[config.mk]
export PLATFORM = sky130hd
export DESIGN_NAME = tdc_cmd_rx
export DESIGN_NICKNAME = d
export VERILOG_FILES = /design/src/rtl/tdc_pkg.sv /design/src/rtl/uart_rx8n1.sv /design/src/rtl/tdc_cmd_rx.sv
export SDC_FILE = /design/constraint.sdc
export NUM_CORES = 1
export LEC_CHECK = 0
export ABC_AREA = 1
export CELL_PAD_IN_SITES_DETAIL_PLACEMENT = 1
export CELL_PAD_IN_SITES_GLOBAL_PLACEMENT = 1
export CORE_UTILIZATION = 47
export DETAILED_ROUTE_END_ITERATION = 10
export MAX_ROUTING_LAYER = met4
export PLACE_DENSITY_LB_ADDON = 0.05
export SETUP_SLACK_MARGIN = 0.02
export SKIP_CTS_REPAIR_TIMING = 1
export SLEW_MARGIN = 20
export SYNTH_ARGS = -nofsm -noshare
export SYNTH_HDL_FRONTEND = slang
export SYNTH_SLANG_ARGS = --single-unit
[constraint.sdc]
create_clock -name clk100 -period 2.7 [get_ports clk100]
set_input_delay 0.27 -clock clk100 [delete_from_list [all_inputs] [get_ports clk100]]
set_output_delay 0.27 -clock clk100 [all_outputs]
set_load 0.01 [all_outputs]
[src/rtl/tdc_pkg.sv]
// Shared constants and types for the TDC host command path.
// Command bytes, capture-time limits and parser state encoding.
package tdc_pkg;

   localparam int TEST_PERIOD  = 64;
   localparam int CAP_TIME_MAX = TEST_PERIOD - 1;

   localparam logic [7:0] CMD_SET  = 8'h43;
   localparam logic [7:0] CMD_INC  = 8'h2B;
   localparam logic [7:0] CMD_DEC  = 8'h2D;
   localparam logic [7:0] CMD_DUMP = 8'h44;
   localparam logic [7:0] CMD_RST  = 8'h52;
   localparam logic [7:0] CHR_CR   = 8'h0D;
   localparam logic [7:0] CHR_LF   = 8'h0A;
   localparam logic [7:0] CHR_ESC  = 8'h1B;

   typedef enum logic [1:0] {
      P_IDLE,
      P_HI,
      P_LO,
      P_CR
   } p_state_t;

   function automatic logic is_hex(input logic [7:0] b);
      return (b >= 8'h30 && b <= 8'h39) ||
             (b >= 8'h41 && b <= 8'h46) ||
             (b >= 8'h61 && b <= 8'h66);
   endfunction

   function automatic logic [3:0] hex_val(input logic [7:0] b);
      logic [7:0] v;
      v = 8'h00;
      if (b <= 8'h39)      v = b - 8'h30;
      else if (b <= 8'h46) v = b - 8'h37;
      else                 v = b - 8'h57;
      return v[3:0];
   endfunction

endpackage

[src/rtl/uart_rx8n1.sv]
// 8N1 UART receiver with a two-flop input synchronizer.
// Samples each bit mid-cell; bad stop bits are flagged, not delivered.
module uart_rx8n1 #(
   parameter int CLK_HZ = 100000000,
   parameter int BAUD   = 115200
) (
   input  logic       clk100,
   input  logic       reset,
   input  logic       rx,
   output logic [7:0] rx_byte,
   output logic       rbyte_ready,
   output logic       frame_err
);

   localparam int DIV = CLK_HZ / BAUD;
   localparam int CW  = $clog2(DIV) + 1;
   localparam logic [CW-1:0] HALF = CW'(DIV / 2 - 1);
   localparam logic [CW-1:0] FULL = CW'(DIV - 1);

   typedef enum logic [1:0] {
      RX_IDLE,
      RX_START,
      RX_DATA,
      RX_STOP
   } rx_state_t;

   rx_state_t      state, state_n;
   logic [CW-1:0]  cnt, cnt_n;
   logic [2:0]     idx, idx_n;
   logic [7:0]     sh, sh_n;
   logic [7:0]     byte_n;
   logic           rdy_n, ferr_n;
   logic           rx_m, rxs, rxs_d;

   always_ff @(posedge clk100 or posedge reset) begin
      if (reset) begin
         rx_m        <= 1'b1;
         rxs         <= 1'b1;
         rxs_d       <= 1'b1;
         state       <= RX_IDLE;
         cnt         <= '0;
         idx         <= '0;
         sh          <= '0;
         rx_byte     <= '0;
         rbyte_ready <= 1'b0;
         frame_err   <= 1'b0;
      end else begin
         rx_m        <= rx;
         rxs         <= rx_m;
         rxs_d       <= rxs;
         state       <= state_n;
         cnt         <= cnt_n;
         idx         <= idx_n;
         sh          <= sh_n;
         rx_byte     <= byte_n;
         rbyte_ready <= rdy_n;
         frame_err   <= ferr_n;
      end
   end

   always_comb begin
      state_n = state;
      cnt_n   = (cnt != '0) ? cnt - 1'b1 : cnt;
      idx_n   = idx;
      sh_n    = sh;
      byte_n  = rx_byte;
      rdy_n   = 1'b0;
      ferr_n  = 1'b0;
      unique case (state)
         RX_IDLE: begin
            if (rxs_d && !rxs) begin
               cnt_n   = HALF;
               state_n = RX_START;
            end
         end
         RX_START: begin
            if (cnt == '0) begin
               if (rxs) begin
                  state_n = RX_IDLE;
               end else begin
                  cnt_n   = FULL;
                  idx_n   = '0;
                  state_n = RX_DATA;
               end
            end
         end
         RX_DATA: begin
            if (cnt == '0) begin
               sh_n  = {rxs, sh[7:1]};
               cnt_n = FULL;
               idx_n = idx + 1'b1;
               if (idx == 3'd7) state_n = RX_STOP;
            end
         end
         RX_STOP: begin
            if (cnt == '0) begin
               if (rxs) begin
                  byte_n = sh;
                  rdy_n  = 1'b1;
               end else begin
                  ferr_n = 1'b1;
               end
               state_n = RX_IDLE;
            end
         end
         default: state_n = RX_IDLE;
      endcase
   end

endmodule

[src/rtl/tdc_cmd_rx.sv]
// Host command receiver: UART bytes in, TDC control pulses out.
// Parses +, -, D, R and C<hex><hex><CR> into cap_time and strobes.
module tdc_cmd_rx #(
   parameter int CLK_HZ       = 100000000,
   parameter int BAUD         = 115200,
   parameter int CAP_TIME_RST = 60,
   parameter int CAP_TIME_MAX = tdc_pkg::CAP_TIME_MAX
) (
   input  logic       clk100,
   input  logic       reset,
   input  logic       rx,
   output logic [7:0] cap_time,
   output logic       cap_time_upd,
   output logic       dump_req,
   output logic       sweep_restart,
   output logic [7:0] rx_byte,
   output logic       rbyte_ready,
   output logic       frame_err,
   output logic       cmd_err
);

   import tdc_pkg::*;

   localparam logic [7:0] CMAX = 8'(CAP_TIME_MAX);
   localparam logic [7:0] CRST = 8'(CAP_TIME_RST);

   p_state_t   pstate, pstate_n;
   logic [7:0] val, val_n;
   logic [7:0] cap_n;
   logic       upd_n, dump_n, restart_n, cerr_n;

   uart_rx8n1 #(
      .CLK_HZ(CLK_HZ),
      .BAUD  (BAUD)
   ) u_rx (
      .clk100     (clk100),
      .reset      (reset),
      .rx         (rx),
      .rx_byte    (rx_byte),
      .rbyte_ready(rbyte_ready),
      .frame_err  (frame_err)
   );

   always_ff @(posedge clk100 or posedge reset) begin
      if (reset) begin
         pstate        <= P_IDLE;
         val           <= '0;
         cap_time      <= CRST;
         cap_time_upd  <= 1'b0;
         dump_req      <= 1'b0;
         sweep_restart <= 1'b0;
         cmd_err       <= 1'b0;
      end else begin
         pstate        <= pstate_n;
         val           <= val_n;
         cap_time      <= cap_n;
         cap_time_upd  <= upd_n;
         dump_req      <= dump_n;
         sweep_restart <= restart_n;
         cmd_err       <= cerr_n;
      end
   end

   always_comb begin
      pstate_n  = pstate;
      val_n     = val;
      cap_n     = cap_time;
      upd_n     = 1'b0;
      dump_n    = 1'b0;
      restart_n = 1'b0;
      cerr_n    = 1'b0;
      if (rbyte_ready) begin
         if (rx_byte == CHR_ESC) begin
            pstate_n = P_IDLE;
         end else begin
            unique case (pstate)
               P_IDLE: begin
                  case (rx_byte)
                     CMD_SET:  pstate_n = P_HI;
                     CMD_INC: begin
                        cap_n = (cap_time >= CMAX) ? CMAX : cap_time + 1'b1;
                        upd_n = 1'b1;
                     end
                     CMD_DEC: begin
                        cap_n = (cap_time == '0) ? '0 : cap_time - 1'b1;
                        upd_n = 1'b1;
                     end
                     CMD_DUMP: dump_n    = 1'b1;
                     CMD_RST:  restart_n = 1'b1;
                     CHR_CR, CHR_LF: ;
                     default:  cerr_n    = 1'b1;
                  endcase
               end
               P_HI: begin
                  if (is_hex(rx_byte)) begin
                     val_n[7:4] = hex_val(rx_byte);
                     pstate_n   = P_LO;
                  end else begin
                     cerr_n   = 1'b1;
                     pstate_n = P_IDLE;
                  end
               end
               P_LO: begin
                  if (is_hex(rx_byte)) begin
                     val_n[3:0] = hex_val(rx_byte);
                     pstate_n   = P_CR;
                  end else begin
                     cerr_n   = 1'b1;
                     pstate_n = P_IDLE;
                  end
               end
               P_CR: begin
                  if (rx_byte == CHR_CR && val <= CMAX) begin
                     cap_n = val;
                     upd_n = 1'b1;
                  end else begin
                     cerr_n = 1'b1;
                  end
                  pstate_n = P_IDLE;
               end
               default: pstate_n = P_IDLE;
            endcase
         end
      end
   end

endmodule

==> run metrics, run 1 <==
later-pin clock latency in the skew report 340 ps; Tmin final 2090 ps; Hold Path End u_rx.rx_m; Root Driver clkbuf_8; Leak 2.09 nW; setup slack after layout 609 ps; measured slew at the worst slew-check pin 753 ps; Synth Area in Compound Gates 6.97%; critical-path cell list inv_1 > ha_1 > inv_1 > nor2_1 > nand3_2 > nor2_4 > inv_4 > ha_1 > o21ai_0 > nand3_1; Die H 90.9 um; fin crit share 77.4%; WHS Path Cells 1; via/cell ratio 5.14; post-route ant nets 0; Post-Synthesis Cells 500; core area 7690 um2; detailed placer's ending HPWL 6750 um; Worst Hold Launch rx; status completed; pre-CTS setup slack 636 ps; Hold Path Class in -> reg; RSZ-0062 raised after global routing false; WP data required 2910 ps; crit start category flip-flop; DRT Wirelength 9070 um; CP Class reg -> reg; CP Buf/Inv Count 3; global-route wire length before repair 15900 um; CP top delay family simple AND/OR/NAND/NOR gates; commonest cells after routing, fill and taps aside 167 x nand2_1, 55 x inv_1, 52 x dfrtp_1; clock skew 11.9 ps; maxcap violations 0; crit path max fanout 12; Ys Warns 0; Post-Synth XOR/XNOR Area 3.06%; Inserted Clock Buffers 9; Seq cells post-synth 59; Post-Syn Area 3720 um2; post-synthesis simple-gate area fraction 36.9%; H-tree lvl count 3; Hold Vio Cnt, Final 0; Main synth FF type dfrtp_1; async set-reset flop share out of synthesis 100%; Synth Area in Adders 5.39%; Max-slew headroom 49.8%; setup TNS 0 ps; Layout area overhead 14.1%; pin count of the biggest net entering global routing 60; Max clock buf depth 2; WL/cell 14.3 um; all-layer global routing usage 24.9%; DRT Pass-1 Iters 4; endpoint class of the critical path flip-flop; share of layout cells above drive strength 1 13.5%; number of global-route vias before repair 3399; FP Rows 32; Crit path arrival time 2300 ps; initial antenna violation count 0; worst r2r src u_rx.cnt[0]; Placer Congestion 0.847; EDFF count, synth 0; Residual DRC 0; syn nets 519; Ports 25; mux cell area share after synthesis 0%; Cell variety after synth 35; CTS clk-pin slew, worst paths 70 ps; final setup vio count 0; nets 547; largest family of logic cells by synthesized area simple AND/OR/NAND/NOR gates; reg2reg setup slack 610 ps; Initial Utilization 48.4%; routed vias 3262; die area 8270 um2; CP max stage cell dfrtp_1; IR drop worst, VDD 459 uV; worst reg2reg path depth 10; ANT cells 0; Die Span X 90.9 um; leading cell type in the layout, fill and taps excluded nand2_1; CTS Sinks 59; f_max 0.478 GHz; detailed router's first-iteration violation count 132; max incr delay on CP 420 ps; pwr dens 556 nW/um2; final global-route overflow total 0; CTS tree done; max-slew violations 0; PortBufs 24; Crit Reg-Reg Endpoint u_rx.cnt[0]; hold slack 334 ps; syn_area_per_cell 7.43 um2; post-synthesis sequential area ratio 40.0%
-- state kept, by name, indices dropped and copies added (netlist names), 2 cells and up, named ones only --
signal / cells
u_rx.rx_byte: 8
u_rx.cnt: 11
cap_time: 8
u_rx.sh: 8
u_rx.idx: 3
val: 8
pstate: 2
-- worst register-to-register path: stages, from the launching register on --
cell	delay, ps
dfrtp_1	420
inv_1	140
ha_1	200
inv_1	50
nor2_1	100
nand3_2	100
nor2_4	290
inv_4	130
ha_1	310
o21ai_0	160
nand3_1	80
-- cell usage after synthesis (6+ instances only) --
library cell,number,share of area [%]
a21oi_1,7,0.94
dfrtp_1,52,35
dfstp_2,7,4.9
ha_1,16,5.4
inv_1,56,5.7
nand2_1,167,17
nand2_2,8,1.3
nand3_1,38,5.1
nor2_1,51,5.1
nor2_2,6,1.0
nor2_4,6,1.8
o21ai_0,15,2.0
o21ai_2,10,2.4
xor2_1,10,2.4
-- cell type report --
cell class,instances,area [um2]
fillers,1009,3450
multi-input cells,371,1940
flip-flops and latches,59,1490
repair buffers,25,248
inverters,62,235
clock buffers,10,138
well taps,102,128
clock inverters,6,63.8
-- power by group --
part           switching (mW)  internal, mW
sequential              0.101         0.962
clock                   0.387         0.451
combinational           0.293         0.164
-- kinds of logic after synthesis --
group                      after synthesis
AOI/OAI and AO/OA                       41
DFF                                     59
buffers and inverters                   70
xor gates and xnor gates                13
adders and majority gates               16
and+or+nand+nor                        301
-- per-layer routing --
layer	wire length, um	track usage (%)	vias up	part of all wire (%)
met5	0	-	-	0
met3	212	4.86	14	2.3
met2	4460	41.2	38	49
li1	-	-	1626	-
met1	4260	30.9	1584	47
met4	135	7.67	0	1.5
-- worst max-delay path by stage --
stage,startpoint,depth (start not counted),slack [ps],endpoint
global route,u_rx.cnt[0],10,380,u_rx.cnt[0]
global placement,u_rx.cnt[0],10,740,u_rx.cnt[0]
detailed placement,u_rx.cnt[0],10,640,u_rx.cnt[0]
floorplan,reset,1,990,async pin
CTS,u_rx.cnt[0],10,620,u_rx.cnt[0]
finish,u_rx.cnt[0],10,610,u_rx.cnt[0]
-- metrics by stage --
stage | util, % | total power, mW | instances | cell area, um2
2_1_floorplan | - | 1.40 | 500 | 3720
3_3_place_gp | 52.5 | 1.50 | 619 | 4040
3_5_place_dp | 52.5 | 1.53 | 619 | 4040
4_1_cts | 55.2 | 2.38 | 635 | 4240
5_1_grt | 55.2 | 2.49 | 635 | 4240
6_report | 55.2 | 2.36 | 635 | 4240
(Power assumes the default switching activity.)
==> run 2, diff against run 1 <==
--- a/config.mk
+++ b/config.mk
@@ -8,7 +8,7 @@
 export ABC_AREA = 1
 export CELL_PAD_IN_SITES_DETAIL_PLACEMENT = 1
 export CELL_PAD_IN_SITES_GLOBAL_PLACEMENT = 1
-export CORE_UTILIZATION = 47
+export CORE_UTILIZATION = 44
 export DETAILED_ROUTE_END_ITERATION = 10
 export MAX_ROUTING_LAYER = met4
 export PLACE_DENSITY_LB_ADDON = 0.05
==> constraint.sdc (replaced) <==
create_clock -name clk100 -period 2.1 [get_ports clk100]
set_input_delay 0.21 -clock clk100 [delete_from_list [all_inputs] [get_ports clk100]]
set_output_delay 0.21 -clock clk100 [all_outputs]
set_load 0.01 [all_outputs]
==> run metrics, run 2 (same netlist as run 1, synthesis figures left out) <==
all-layer global routing usage 24.6%; setup slack after layout 234 ps; RSZ-0062 raised after global routing false; Inserted Clock Buffers 9; Max-slew headroom 69.8%; Placed Cells incl. Taps 625; fillcell total 1048; later-pin clock latency in the skew report 340 ps; clock skew 9.59 ps; pin count of the biggest net entering global routing 41; H-tree lvl count 3; DRT Wirelength 9500 um; Placer Congestion 0.891; reg2reg setup slack 230 ps; final setup vio count 0; pwr dens 744 nW/um2; FP Rows 33; detailed placer's ending HPWL 7200 um; final global-route overflow total 0; max FFs per register 11; number of global-route vias before repair 3350; Hold Path Class in -> async; Tmin final 1870 ps; Ports 25; crit start category flip-flop; CP Class reg -> reg; PortBufs 24; Placed Area 4080 um2; CTS Sinks 59; max-slew violations 0; core area 8180 um2; area of the multi-input gates 1940 um2; global-route wire length before repair 16200 um; measured slew at the worst slew-check pin 453 ps; endpoint class of the critical path flip-flop; CTS tree done; routed vias 3272; CTS clk-pin slew, worst paths 70 ps; DRT Pass-1 Iters 4; Leak 2.13 nW; hold slack 196 ps; Die Span X 93.9 um; WL/cell 14.8 um; fin crit share 88.9%; Layout area overhead 16.4%; leading cell type in the layout, fill and taps excluded nand2_1; via/cell ratio 5.10; post-route ant nets 0; Max clock buf depth 2; pre-CTS setup slack 249 ps; storage element area 1490 um2; crit path max fanout 10; Largest Register u_rx.cnt; die area 8820 um2; IR drop worst, VDD 614 uV; f_max 0.536 GHz; Hold Vio Cnt, Final 0; fin area 4330 um2; initial antenna violation count 0; commonest cells after routing, fill and taps aside 167 x nand2_1, 55 x inv_1, 52 x dfrtp_1; Crit path arrival time 2150 ps; Residual DRC 0; Finished Layout Cells 641; ANT cells 0; status completed; maxcap violations 0; Root Driver clkbuf_8; Die H 93.9 um; nets 550; detailed router's first-iteration violation count 80; WP data required 2380 ps; Initial Utilization 45.5%; share of layout cells above drive strength 1 14.0%; setup TNS 0 ps
[run 2: cell types whose count changed in the layout (fill, tap and decap cells not counted), sizes merged]
cell,delta
clkbuf,-1
buf,+3
bufinv,+2
clkinvlp,-1
[run 2: layout make-up]
class                      count  share of cell area, %
tap                          105                   3.04
timing repair buffer          28                   6.54
sequential                    59                   34.3
multi-input combinational    371                   44.9
inverter                      62                   5.44
clock inverter                 7                   2.86
clock buffer                   9                   2.86
[run 2: worst max-delay path, stage by stage (launching register included)]
cell     delay, ps
dfrtp_1        450
inv_1          160
ha_1           230
nand3_2        120
nor2_2         230
nand2_2         90
nand2_4        100
nand3_4        160
nor2_1         150
nand2_1         70
nand2_1         50
[run 2: layer usage]
layer / global-route usage [%] / part of all wire [%] / vias up / wire (um)
met5: - / 0 / - / 0
met4: 6.92 / 1.5 / 0 / 145
met3: 4.13 / 1.8 / 11 / 172
met2: 40.5 / 49 / 31 / 4660
met1: 31.4 / 48 / 1603 / 4520
li1: - / - / 1627 / -
[run 2: metrics by stage]
stage,utilization [%],power [mW]
2_1_floorplan,-,1.80
3_3_place_gp,49.9,1.93
3_5_place_dp,49.9,1.95
4_1_cts,52.9,3.25
5_1_grt,52.9,3.40
6_report,52.9,3.22
[run 2: path summary, 6_finish.rpt]
check | from | end | cells past startpoint
max | u_rx.rx_byte[1] | cap_time[1] | 10
min | reset | u_rx.cnt[4] | 2
max reg2reg | u_rx.rx_byte[1] | cap_time[1] | 10
min reg2reg | u_rx.rx_m | u_rx.rxs | 0
max in group asynchronous | reset | cap_time[4] | 3
min in group clk100 | rx | u_rx.rx_m | 1
[run 2: power by group]
part	internal [mW]	switching, mW	leakage, nW	total, mW
Sequential	1.24	0.130	0.771	1.37
Combinational	0.208	0.348	1.24	0.556
Clock	0.796	0.500	0.120	1.30
